==> src/rtl/spi_bus_arbiter_if.sv <==
// Requester-side and shared-SPI-master signals of spi_bus_arbiter.
// The master modport is the arbiter's view; slave is the environment's view.
interface spi_bus_arbiter_if;
  logic [1:0] req;
  logic [1:0] xfer;
  logic [7:0] tx_byte0;
  logic [7:0] tx_byte1;
  logic [1:0] gnt;
  logic [1:0] done_o;
  logic [7:0] rx_byte;
  logic       spi_transmit;
  logic [7:0] spi_to_send;
  logic       spi_done;
  logic [7:0] spi_received;
  logic       timeout_err;

  modport master (
    input  req, xfer, tx_byte0, tx_byte1, spi_done, spi_received,
    output gnt, done_o, rx_byte, spi_transmit, spi_to_send, timeout_err
  );

  modport slave (
    output req, xfer, tx_byte0, tx_byte1, spi_done, spi_received,
    input  gnt, done_o, rx_byte, spi_transmit, spi_to_send, timeout_err
  );
endinterface

==> src/rtl/spi_bus_arbiter.sv <==
// Two-requester arbiter in front of one shared SPI master, one byte per xfer handshake.
// Optional XFER watchdog enabled by defining SPI_ARB_TIMEOUT_EN.
module spi_bus_arbiter #(
  parameter int unsigned TIMEOUT_CYCLES = 64
) (
  input  logic              clk,
  input  logic              reset,
  spi_bus_arbiter_if.master bus
);

  typedef enum logic [2:0] {IDLE, OWN, LOAD, XFER, ACK} state_t;

  state_t     r_state, w_state_nxt;
  logic       r_owner, w_owner_nxt;
  logic       r_last_owner, w_last_owner_nxt;
  logic [7:0] r_to_send, w_to_send_nxt;
  logic [7:0] r_rx_byte, w_rx_byte_nxt;
  logic       r_spi_done_q;
  logic       w_done_rise;
  logic       w_timeout;
  logic [7:0] w_tx_sel;
  logic [1:0] w_owner_oh;

  assign w_done_rise = bus.spi_done & ~r_spi_done_q;
  assign w_tx_sel    = r_owner ? bus.tx_byte1 : bus.tx_byte0;
  assign w_owner_oh  = r_owner ? 2'b10 : 2'b01;

`ifdef SPI_ARB_TIMEOUT_EN
  localparam int unsigned CW = (TIMEOUT_CYCLES > 1) ? $clog2(TIMEOUT_CYCLES) : 1;

  logic [CW-1:0] r_cnt;
  logic          r_timeout_err;

  // The TIMEOUT_CYCLES-th edge spent in XFER aborts; a simultaneous spi_done edge wins.
  assign w_timeout = (r_state == XFER) && !w_done_rise &&
                     (r_cnt == CW'(TIMEOUT_CYCLES - 1));

  always_ff @(posedge clk or posedge reset) begin
    if (reset) begin
      r_cnt         <= '0;
      r_timeout_err <= 1'b0;
    end else begin
      r_timeout_err <= w_timeout;
      if (r_state == XFER) r_cnt <= r_cnt + 1'b1;
      else                 r_cnt <= '0;
    end
  end

  assign bus.timeout_err = r_timeout_err;
`else
  logic w_unused_cfg;
  assign w_unused_cfg    = |TIMEOUT_CYCLES;
  assign w_timeout       = 1'b0;
  assign bus.timeout_err = 1'b0;
`endif

  always_ff @(posedge clk or posedge reset) begin
    if (reset) begin
      r_state      <= IDLE;
      r_owner      <= 1'b0;
      r_last_owner <= 1'b1;
      r_to_send    <= '0;
      r_rx_byte    <= '0;
      r_spi_done_q <= 1'b0;
    end else begin
      r_state      <= w_state_nxt;
      r_owner      <= w_owner_nxt;
      r_last_owner <= w_last_owner_nxt;
      r_to_send    <= w_to_send_nxt;
      r_rx_byte    <= w_rx_byte_nxt;
      r_spi_done_q <= bus.spi_done;
    end
  end

  always_comb begin
    w_state_nxt      = r_state;
    w_owner_nxt      = r_owner;
    w_last_owner_nxt = r_last_owner;
    w_to_send_nxt    = r_to_send;
    w_rx_byte_nxt    = r_rx_byte;
    case (r_state)
      IDLE: begin
        if (|bus.req) begin
          w_state_nxt = OWN;
          if (&bus.req) w_owner_nxt = ~r_last_owner;
          else          w_owner_nxt = bus.req[1];
        end
      end
      OWN: begin
        if (!bus.req[r_owner]) begin
          w_state_nxt      = IDLE;
          w_last_owner_nxt = r_owner;
        end else if (bus.xfer[r_owner]) begin
          w_to_send_nxt = w_tx_sel;
          w_state_nxt   = LOAD;
        end
      end
      LOAD: w_state_nxt = XFER;
      XFER: begin
        if (w_done_rise) begin
          w_rx_byte_nxt = bus.spi_received;
          w_state_nxt   = ACK;
        end else if (w_timeout) begin
          w_rx_byte_nxt = 8'hFF;
          w_state_nxt   = ACK;
        end
      end
      ACK: begin
        if (!bus.xfer[r_owner]) w_state_nxt = OWN;
      end
      default: w_state_nxt = IDLE;
    endcase
  end

  // Grant, done and transmit decode straight from registered state, so reset clears them at once.
  assign bus.gnt          = (r_state != IDLE) ? w_owner_oh : '0;
  assign bus.done_o       = (r_state == ACK)  ? w_owner_oh : '0;
  assign bus.spi_transmit = (r_state == XFER);
  assign bus.spi_to_send  = r_to_send;
  assign bus.rx_byte      = r_rx_byte;

endmodule

==> src/flat_wrapper.sv <==
// flat-port wrapper written by rule: the top's interface ports become plain ports
module spi_bus_arbiter_flat 
#(
  parameter int unsigned TIMEOUT_CYCLES = 64
)
  (clk, reset, bus_req, bus_xfer, bus_tx_byte0, bus_tx_byte1, bus_spi_done, bus_spi_received, bus_gnt, bus_done_o, bus_rx_byte, bus_spi_transmit, bus_spi_to_send, bus_timeout_err);
  spi_bus_arbiter_if bus_i ();
  input  logic clk;
  input  logic reset;
  input wire logic [$bits(bus_i.req)-1:0] bus_req;
  input wire logic [$bits(bus_i.xfer)-1:0] bus_xfer;
  input wire logic [$bits(bus_i.tx_byte0)-1:0] bus_tx_byte0;
  input wire logic [$bits(bus_i.tx_byte1)-1:0] bus_tx_byte1;
  input wire logic [$bits(bus_i.spi_done)-1:0] bus_spi_done;
  input wire logic [$bits(bus_i.spi_received)-1:0] bus_spi_received;
  output wire logic [$bits(bus_i.gnt)-1:0] bus_gnt;
  output wire logic [$bits(bus_i.done_o)-1:0] bus_done_o;
  output wire logic [$bits(bus_i.rx_byte)-1:0] bus_rx_byte;
  output wire logic [$bits(bus_i.spi_transmit)-1:0] bus_spi_transmit;
  output wire logic [$bits(bus_i.spi_to_send)-1:0] bus_spi_to_send;
  output wire logic [$bits(bus_i.timeout_err)-1:0] bus_timeout_err;
  assign bus_i.req = bus_req;
  assign bus_i.xfer = bus_xfer;
  assign bus_i.tx_byte0 = bus_tx_byte0;
  assign bus_i.tx_byte1 = bus_tx_byte1;
  assign bus_i.spi_done = bus_spi_done;
  assign bus_i.spi_received = bus_spi_received;
  assign bus_gnt = bus_i.gnt;
  assign bus_done_o = bus_i.done_o;
  assign bus_rx_byte = bus_i.rx_byte;
  assign bus_spi_transmit = bus_i.spi_transmit;
  assign bus_spi_to_send = bus_i.spi_to_send;
  assign bus_timeout_err = bus_i.timeout_err;
  spi_bus_arbiter #(.TIMEOUT_CYCLES(TIMEOUT_CYCLES)) u_core (.clk(clk), .reset(reset), .bus(bus_i));
endmodule
==> config.mk <==
export PLATFORM = sky130hd
export DESIGN_NAME = spi_bus_arbiter_flat
export DESIGN_NICKNAME = d
export VERILOG_FILES = /design/src/rtl/spi_bus_arbiter_if.sv /design/src/rtl/spi_bus_arbiter.sv /design/src/flat_wrapper.sv
export SDC_FILE = /design/constraint.sdc
export NUM_CORES = 1
export LEC_CHECK = 0
export CORE_MARGIN = 2
export CORE_UTILIZATION = 25
export DETAILED_ROUTE_END_ITERATION = 16
export SYNTH_ARGS = -nofsm -noshare
export SYNTH_HDL_FRONTEND = slang
export SYNTH_SLANG_ARGS = --single-unit
==> constraint.sdc <==
create_clock -name clk -period 2.2 [get_ports clk]
set_clock_uncertainty 0.2 [all_clocks]
set_input_delay 0.44 -clock clk [delete_from_list [all_inputs] [get_ports clk]]
set_output_delay 0.44 -clock clk [all_outputs]
set_load 0.01 [all_outputs]
---- Word level (Yosys, flattened, before mapping) ----
Cells that the tools add are included.
cells by class
  eq/ne operators ......................... 8
  reduce and logical (&&, ||, !) cells .... 9
  shift operators ......................... 0
  magnitude comparators ................... 1
  mux-type cells .......................... 15
  add/subtract/negate cells ............... 0
  bitwise logic cells ..................... 4
  multipliers ............................. 0
  div/mod/pow operators ................... 0
operator list
  cell                count
  $mux 3              5
  $pmux 3 s5          1
  $mux 8              1
  $reduce_and 2->1    4
  $eq 3x2->1 const B  2
  $mux 2              3
  $mux 1              5
  $ne 2x1->1 const B  2
  $reduce_and 4->1    1
  $eq 3x1->1 const B  1
  $eq 3x3->1 const B  1
  $logic_not 3->1     1
  $ne 3x3->1 const B  1
  $not 1->1           3
  $reduce_and 3->1    1
  $reduce_bool 3->1   1
  $lt 1x2->1 const B  1
  $ne 2x2->1 const B  1
  $reduce_or 2->1     1
  $and 1x1->1         1
storage, ports and cells
  latch bits .............................. 0
  register bits ........................... 22
  logic and storage cells ................. 43
  memories kept ........................... 0
  memory bits (read-only) ................. 0
  bits in writable memories ............... 0
  bits of input ports ..................... 31

---- Depth between registers and ports, before layout ----
Gate-level depths: netlist of the first run.
  depth in word-level cells ............... 5
  depth in mapped cells ................... 5
  gate-level depth less buffers ........... 3

---- Worst setup path before layout of the first run ----
Ideal clock, no wire load.
  path type ............................... register -> register
  from .................................... register u_core.r_state[2]
  to ...................................... register u_core.r_to_send[0] (netlist: u_core.bus.spi_to_send[0])
  cell stages (with the launch flop) ...... 5
  path slack .............................. 0.442 ns
  buffers on the path ..................... 1
  library setup time ...................... 0.125 ns
  arrival time ............................ 1.434 ns
  required time ........................... 1.875 ns
  period minus slack after synthesis ...... 1.758 ns
  cell sequence ........................... dfrtp_1 > buf_6 > or3b_4 > a21oi_4 > mux2_2
between the ends
  word-level cells in the longest chain between the ends .. 2
RTL lines
  element                     line                   text
  start, declared             spi_bus_arbiter.sv:13  state_t r_state, w_state_nxt;
  start signal, assigned      spi_bus_arbiter.sv:66  r_state <= w_state_nxt;
  $eq 3x1->1                  spi_bus_arbiter.sv:81  case (r_state)
  $reduce_and 3->1 (no line)  -
  end signal, assigned        spi_bus_arbiter.sv:69  r_to_send <= w_to_send_nxt;
  end, declared               spi_bus_arbiter.sv:16  logic [7:0] r_to_send, w_to_send_nxt;
No other way between the ends.
A chain may end at the register's enable or synchronous reset.

---- Worst setup path after layout of the first run ----
  from .................................... register u_core.r_state[2]
  to ...................................... output port bus_spi_transmit
between the ends
  word-level cells in the longest chain between the ends .. 1
RTL lines
  element        line                    text
  $eq 3x2->1     spi_bus_arbiter.sv:118  assign bus.spi_transmit = (r_state == XFER);
  end, declared  flat_wrapper.sv:19      output wire logic [$bits(bus_i.spi_transmit)-1:0] bus_spi_transmit;
No other way between the ends.

==> results of run 1 <==
==> critical path, delay by kind of cell, from the launching register on <==
kind	cells	cell delay (ps)
buffers and inverters	1	530
DFF	1	450
and+or+nand+nor	1	260
==> state kept, by name (all words and copies together), names as in the netlist <==
register,count
u_core.r_owner,1
u_core.bus.spi_to_send,8
u_core.r_spi_done_q,1
u_core.r_last_owner,1
u_core.bus.rx_byte,8
u_core.r_state,3
==> power by group <==
part / internal (mW) / switching, mW / leakage [nW]
Clock: 0.159 / 0.126 / 0.0288
Combinational: 0.682 / 0.398 / 0.431
Sequential: 0.602 / 0.156 / 0.260
==> cells by family (layout without fill, tap and decap cells) <==
| logic type | after synthesis | after routing | synth area share, % |
|---|---|---|---|
| and+or+nand+nor | 21 | 21 | 11.8 |
| AOI/OAI and AO/OA | 11 | 11 | 7.57 |
| muxes | 25 | 25 | 25.4 |
| DFF | 22 | 22 | 49.8 |
| buffers and inverters | 7 | 65 | 5.08 |
| other | 1 | 1 | 0.339 |
==> Yosys cell counts, drive strengths merged (2+ instances only) <==
| master | count | area share, % |
|---|---|---|
| nand3b | 2 | 1.4 |
| nor2b | 2 | 1.1 |
| a21oi | 3 | 2.4 |
| nor2 | 3 | 1.0 |
| mux2 | 25 | 25 |
| inv | 2 | 0.68 |
| buf | 4 | 3.2 |
| or3b | 2 | 1.8 |
| o21ai | 4 | 1.8 |
| nand2 | 4 | 1.4 |
| dfrtp | 21 | 47 |
==> worst paths after layout <==
check	from	to	slack, ps	cells after the start
worst min-delay path	reset	u_core.bus.rx_byte[5]$_DFFE_PP0P_	310	3
max in group asynchronous	reset	u_core.r_last_owner$_DFFE_PP1P_	1220	3
worst min register to register	u_core.r_last_owner$_DFFE_PP1P_	u_core.r_last_owner$_DFFE_PP1P_	310	2
worst max-delay path	u_core.r_state[2]$_DFFE_PP0P_	bus_spi_transmit	60	2
min in group clk	u_core.r_last_owner$_DFFE_PP1P_	u_core.r_last_owner$_DFFE_PP1P_	310	2
worst max register to register	u_core.r_state[1]$_DFFE_PP0P_	u_core.bus.spi_to_send[3]$_DFFE_PP0P_	190	4
==> routing by layer <==
| layer | part of all wire [%] | up-vias | track usage, % | wire length (um) |
|---|---|---|---|---|
| li1 | - | 425 | - | - |
| met1 | 38 | 455 | 12.5 | 1050 |
| met2 | 58 | 23 | 20.3 | 1610 |
| met3 | 4.0 | 2 | 2.42 | 110 |
| met4 | 0.40 | 0 | 3.98 | 11 |
| met5 | 0 | - | 0 | 0 |
==> repair_timing <==
item                                    4_1_cts  5_1_grt
pin swaps                                     1        0
endpoints found under the setup margin        5        1
resized for setup                            10        1
hold buffers                                  0        0
cloned                                        0        0
buffers inserted                              4        0
==> cell type report <==
| class | instances | area share (%) |
|---|---|---|
| flip-flops and latches | 22 | 31.6 |
| well taps | 52 | 3.69 |
| inverters | 2 | 0.426 |
| repair buffers | 59 | 32.1 |
| multi-input cells | 58 | 29.0 |
| clock buffers | 4 | 3.12 |
==> results.cfg, run 1 <==
[place]
place_inst = 189
place_area_um2 = 1660
dp_hpwl_um = 2110
place.gp.congestion = 0.774
port_buffers = 51
place_ws_ps = -24.0

[hold_path]
hp-class = in2async

[synth]
async_flop_share_pct = 100
ys_seq_area_share_pct = 49.8
synth_area_per_cell_um2 = 12.7
ys_types = 30
synth-edff-count = 0
ys_dominant_reg_cell = dfrtp_1
synth_nets = 118
synth.cell_area_um2 = 1110
ys_warn_count = 0
synth-seq-cells = 22
syn_inst = 87

[final_layout]
layout.cells.non_filler = 197
multi_input_area_um2 = 512
design_area_um2 = 1760
final_common_cell = clkdlybuf4s50_1
antennaDiodeCount = 0
finalNetCount = 177
layout_common_cells = clkdlybuf4s50_1 (47), mux2_2 (25), dfrtp_1 (17)
drive_gt1_share_pct = 34.5
ff_latch_area_um2 = 557
syn_to_final_growth_pct = 59.1
fin_util_pct = 40.7
num-fill-cells = 431

[timing]
fin_crit_ps = 2140
finalSetupViolations = 0
setup_ws_ps = 62.9
drv_slew = 0
fmax_mhz = 468
period_share_pct = 97.1
rsz0062_at_grt = false
fin_setup_tns_ps = 0
hold_viol = 0
hold_ws_ps = 305

[die]
die_h_um = 70.6
core-area_um2 = 4320
initial_core_util_pct = 25.6
fp.dieW_um = 70.6
rows = 24
ios = 53
die_area_um2 = 4980

[grt]
overflow = 0
grt_pass1_vias = 940
grt_max_degree = 23
antenna_found_initial = 0
grt_pass1_wl_um = 4370
grt.total_usage_pct = 11.0

[worst_setup_path]
crit_chain = and3b_2 -> clkdlybuf4s50_1
crit_slowest_cell = clkdlybuf4s50_1
critical_path.startpoint_type = register
crit_path_max_incr_delay_ps = 530
worstSetupPathType = reg2out
cp_max_fo = 6
crit_required_ps = 1560
cp-end-kind = output port
cp_data_arrival_time_ps = 1500

[detailed_routing]
vias = 905
drt-total-wl_um = 2780
first_iter_violations = 26
wl_per_cell_um = 14.1
via_per_inst = 4.59
ant_nets = 0
drtPass1Iterations = 4
drc = 0

[pwr]
finalPower_mw = 2.12
ir_drop_v = 0.000359
leakagePower_nw = 0.720
powerDensity_nw_per_um2 = 1200

[clock_network]
cts_max_level = 1
root_buffer = clkbuf_8
clk_pin_slew_ps = 80
numClockSinks = 22
cts_tree = built
cts_buffers = 3
clock_path_buffers = 2
insertion_delay_ps = 260

[status]
status = completed

[flow_run]
max_cap_viol_count = 0
Note: power is estimated with default switching activity, not from simulation.
==> run 2: changes to the inputs <==
--- a/config.mk
+++ b/config.mk
@@ -8,6 +8,8 @@
 export CORE_MARGIN = 2
 export CORE_UTILIZATION = 25
 export DETAILED_ROUTE_END_ITERATION = 16
+export MAX_ROUTING_LAYER = met4
+export PLACE_DENSITY = 0.61
 export SYNTH_ARGS = -nofsm -noshare
 export SYNTH_HDL_FRONTEND = slang
 export SYNTH_SLANG_ARGS = --single-unit
==> constraint.sdc (replaced) <==
create_clock -name clk -period 2.55 [get_ports clk]
set_clock_uncertainty 0.2 [all_clocks]
set_input_delay 0.51 -clock clk [delete_from_list [all_inputs] [get_ports clk]]
set_output_delay 0.51 -clock clk [all_outputs]
set_load 0.01 [all_outputs]
==> run 2 against run 1 <==
Global-route usage shrank 0.18 points. Sequential share of layout area grew 0.54 points. Non-clock buffer count shrank 5. Core utilization shrank 1.0 points. Largest cell class is now sequential cells. Largest power group unchanged. Highest routed layer unchanged.
==> results.cfg, run 2 (synthesized netlist as in run 1, its figures left out) <==
[status]
status = completed

[worst_setup_path]
crit_required_ps = 1840
cp_max_fo = 9
cp_top_family = buffers and inverters
reg2reg_depth = 3
crit_path_max_incr_delay_ps = 550
critical_path.startpoint_type = register
reg2reg_to = u_core.bus.spi_to_send[3]$_DFFE_PP0P_
r2r_setup_slack_ps = 680
crit_chain = nor2_1 -> and3_2 -> clkdlybuf4s50_1
worstReg2RegStart = u_core.r_state[1]$_DFFE_PP0P_
cp-end-kind = output port
path_buf_inv = 1
crit_slowest_cell = clkdlybuf4s50_1
worstSetupPathType = reg2out
cp_data_arrival_time_ps = 1670

[grt]
grt.total_usage_pct = 10.9
overflow = 0
grt_pass1_wl_um = 4170
grt_pass1_vias = 931
antenna_found_initial = 0
grt_max_degree = 23

[place]
place_ws_ps = 301
place_area_um2 = 1660
place.gp.congestion = 0.756
port_buffers = 51
dp_hpwl_um = 1980

[die]
die_area_um2 = 4980
initial_core_util_pct = 25.6
rows = 24
ios = 53
fp.dieW_um = 70.6
die_h_um = 70.6
core-area_um2 = 4320

[clock_network]
clock_path_buffers = 2
cts_tree = built
numClockSinks = 22
cts_buffers = 3
insertion_delay_ps = 260
cts_max_level = 1
clk_pin_slew_ps = 80
hold_buffers = 0
post-cts-setup-buffers = 0
root_buffer = clkbuf_8

[detailed_routing]
first_iter_violations = 38
drt-total-wl_um = 2570
drc = 0
ant_nets = 0
via_per_inst = 4.49
vias = 863
wl_per_cell_um = 13.4
drtPass1Iterations = 4

[pwr]
ir_drop_v = 0.000414
p_sw_share_pct = 31.3
netSwitchingPower_mw = 0.554
finalPower_mw = 1.77
internal_power_mw = 1.21
leakagePower_nw = 0.683
seqPwrFrac_pct = 36.3
powerDensity_nw_per_um2 = 1030
clkPwrFrac_pct = 13.9
pwr-share-comb_pct = 49.8

[final_layout]
design_area_um2 = 1720
multi_input_area_um2 = 504
ff_latch_area_um2 = 552
fin_util_pct = 39.7
antennaDiodeCount = 0
num-fill-cells = 429
layout_common_cells = clkdlybuf4s50_1 (51), mux2_2 (25), dfrtp_1 (21)
drive_gt1_share_pct = 28.6
finalNetCount = 172
final_common_cell = clkdlybuf4s50_1
syn_to_final_growth_pct = 55.0

[flow_run]
max_cap_viol_count = 0

[timing]
finalSetupViolations = 0
setup_ws_ps = 171
period_share_pct = 93.3
fin_setup_tns_ps = 0
fin_crit_ps = 2380
fmax_mhz = 420
drv_slew = 0
rsz0062_at_grt = false
hold_viol = 0

[hold_path]
min_from = u_core.r_last_owner$_DFFE_PP1P_
min_path_cells = 2
hold_path_end = u_core.r_last_owner$_DFFE_PP1P_
hp-class = reg2reg
run 2: cell types whose count changed in the layout (fill, tap and decap cells not counted), sizes merged:
cell,delta
buf,-5
dlygate4sd2,-4
clkdlybuf4s50,+4
run 2: metal layers:
metal | up-vias | part of all wire, % | track usage (%)
li1 | 412 | - | -
met3 | 2 | 3.9 | 2.71
met1 | 433 | 39 | 11.5
met5 | - | 0 | -
met4 | 0 | 1.2 | 3.14
met2 | 16 | 55 | 19.9
run 2: power by group through the flow:
stage / Combinational, mW / Sequential, mW / Clock, mW
floorplan: 0.450 / 0.666 / 0
global placement: 0.882 / 0.641 / 0
detailed placement: 0.893 / 0.646 / 0
CTS: 0.896 / 0.642 / 0.261
global route: 0.944 / 0.671 / 0.275
finish: 0.881 / 0.642 / 0.245
run 2: through the flow:
stage / hold slack (ps) / std cells
floorplan: 259 / 87
global placement: 283 / 188
detailed placement: 280 / 188
CTS: 294 / 192
global route: 309 / 192
finish: 293 / 192
run 2: cell type report:
| type | count | area share (%) |
|---|---|---|
| Sequential cell | 22 | 32.1 |
| Inverter | 2 | 0.437 |
| Clock buffer | 4 | 3.21 |
| Tap cell | 52 | 3.79 |
| Multi-Input combinational cell | 58 | 29.4 |
| Timing Repair Buffer | 54 | 31.0 |
run 2: worst max path at each step:
| stage | start | end | slack, ps | depth (start not counted) |
|---|---|---|---|---|
| global route | u_core.r_state[1]$_DFFE_PP0P_ | bus_done_o[1] | 40 | 3 |
| floorplan | u_core.r_state[2]$_DFFE_PP0P_ | u_core.bus.spi_to_send[0]$_DFFE_PP0P_ | 790 | 4 |
| CTS | u_core.r_state[1]$_DFFE_PP0P_ | bus_gnt[1] | 10 | 3 |
| finish | u_core.r_state[1]$_DFFE_PP0P_ | bus_done_o[1] | 170 | 3 |
| global placement | u_core.r_state[1]$_DFFE_PP0P_ | bus_gnt[1] | 290 | 3 |
| detailed placement | bus_req[0] | u_core.bus.spi_to_send[1]$_DFFE_PP0P_ | 300 | 4 |
run 2: what timing repair did:
action,CTS,global route
endpoints found under the setup margin,0,2
gates resized for setup,0,1
endpoints found under the hold margin,0,0
run 2: worst min-delay path, stage by stage (launching register included):
cell and delay, ps:
dfstp_2 380, o21ai_0 60, nand2_1 50
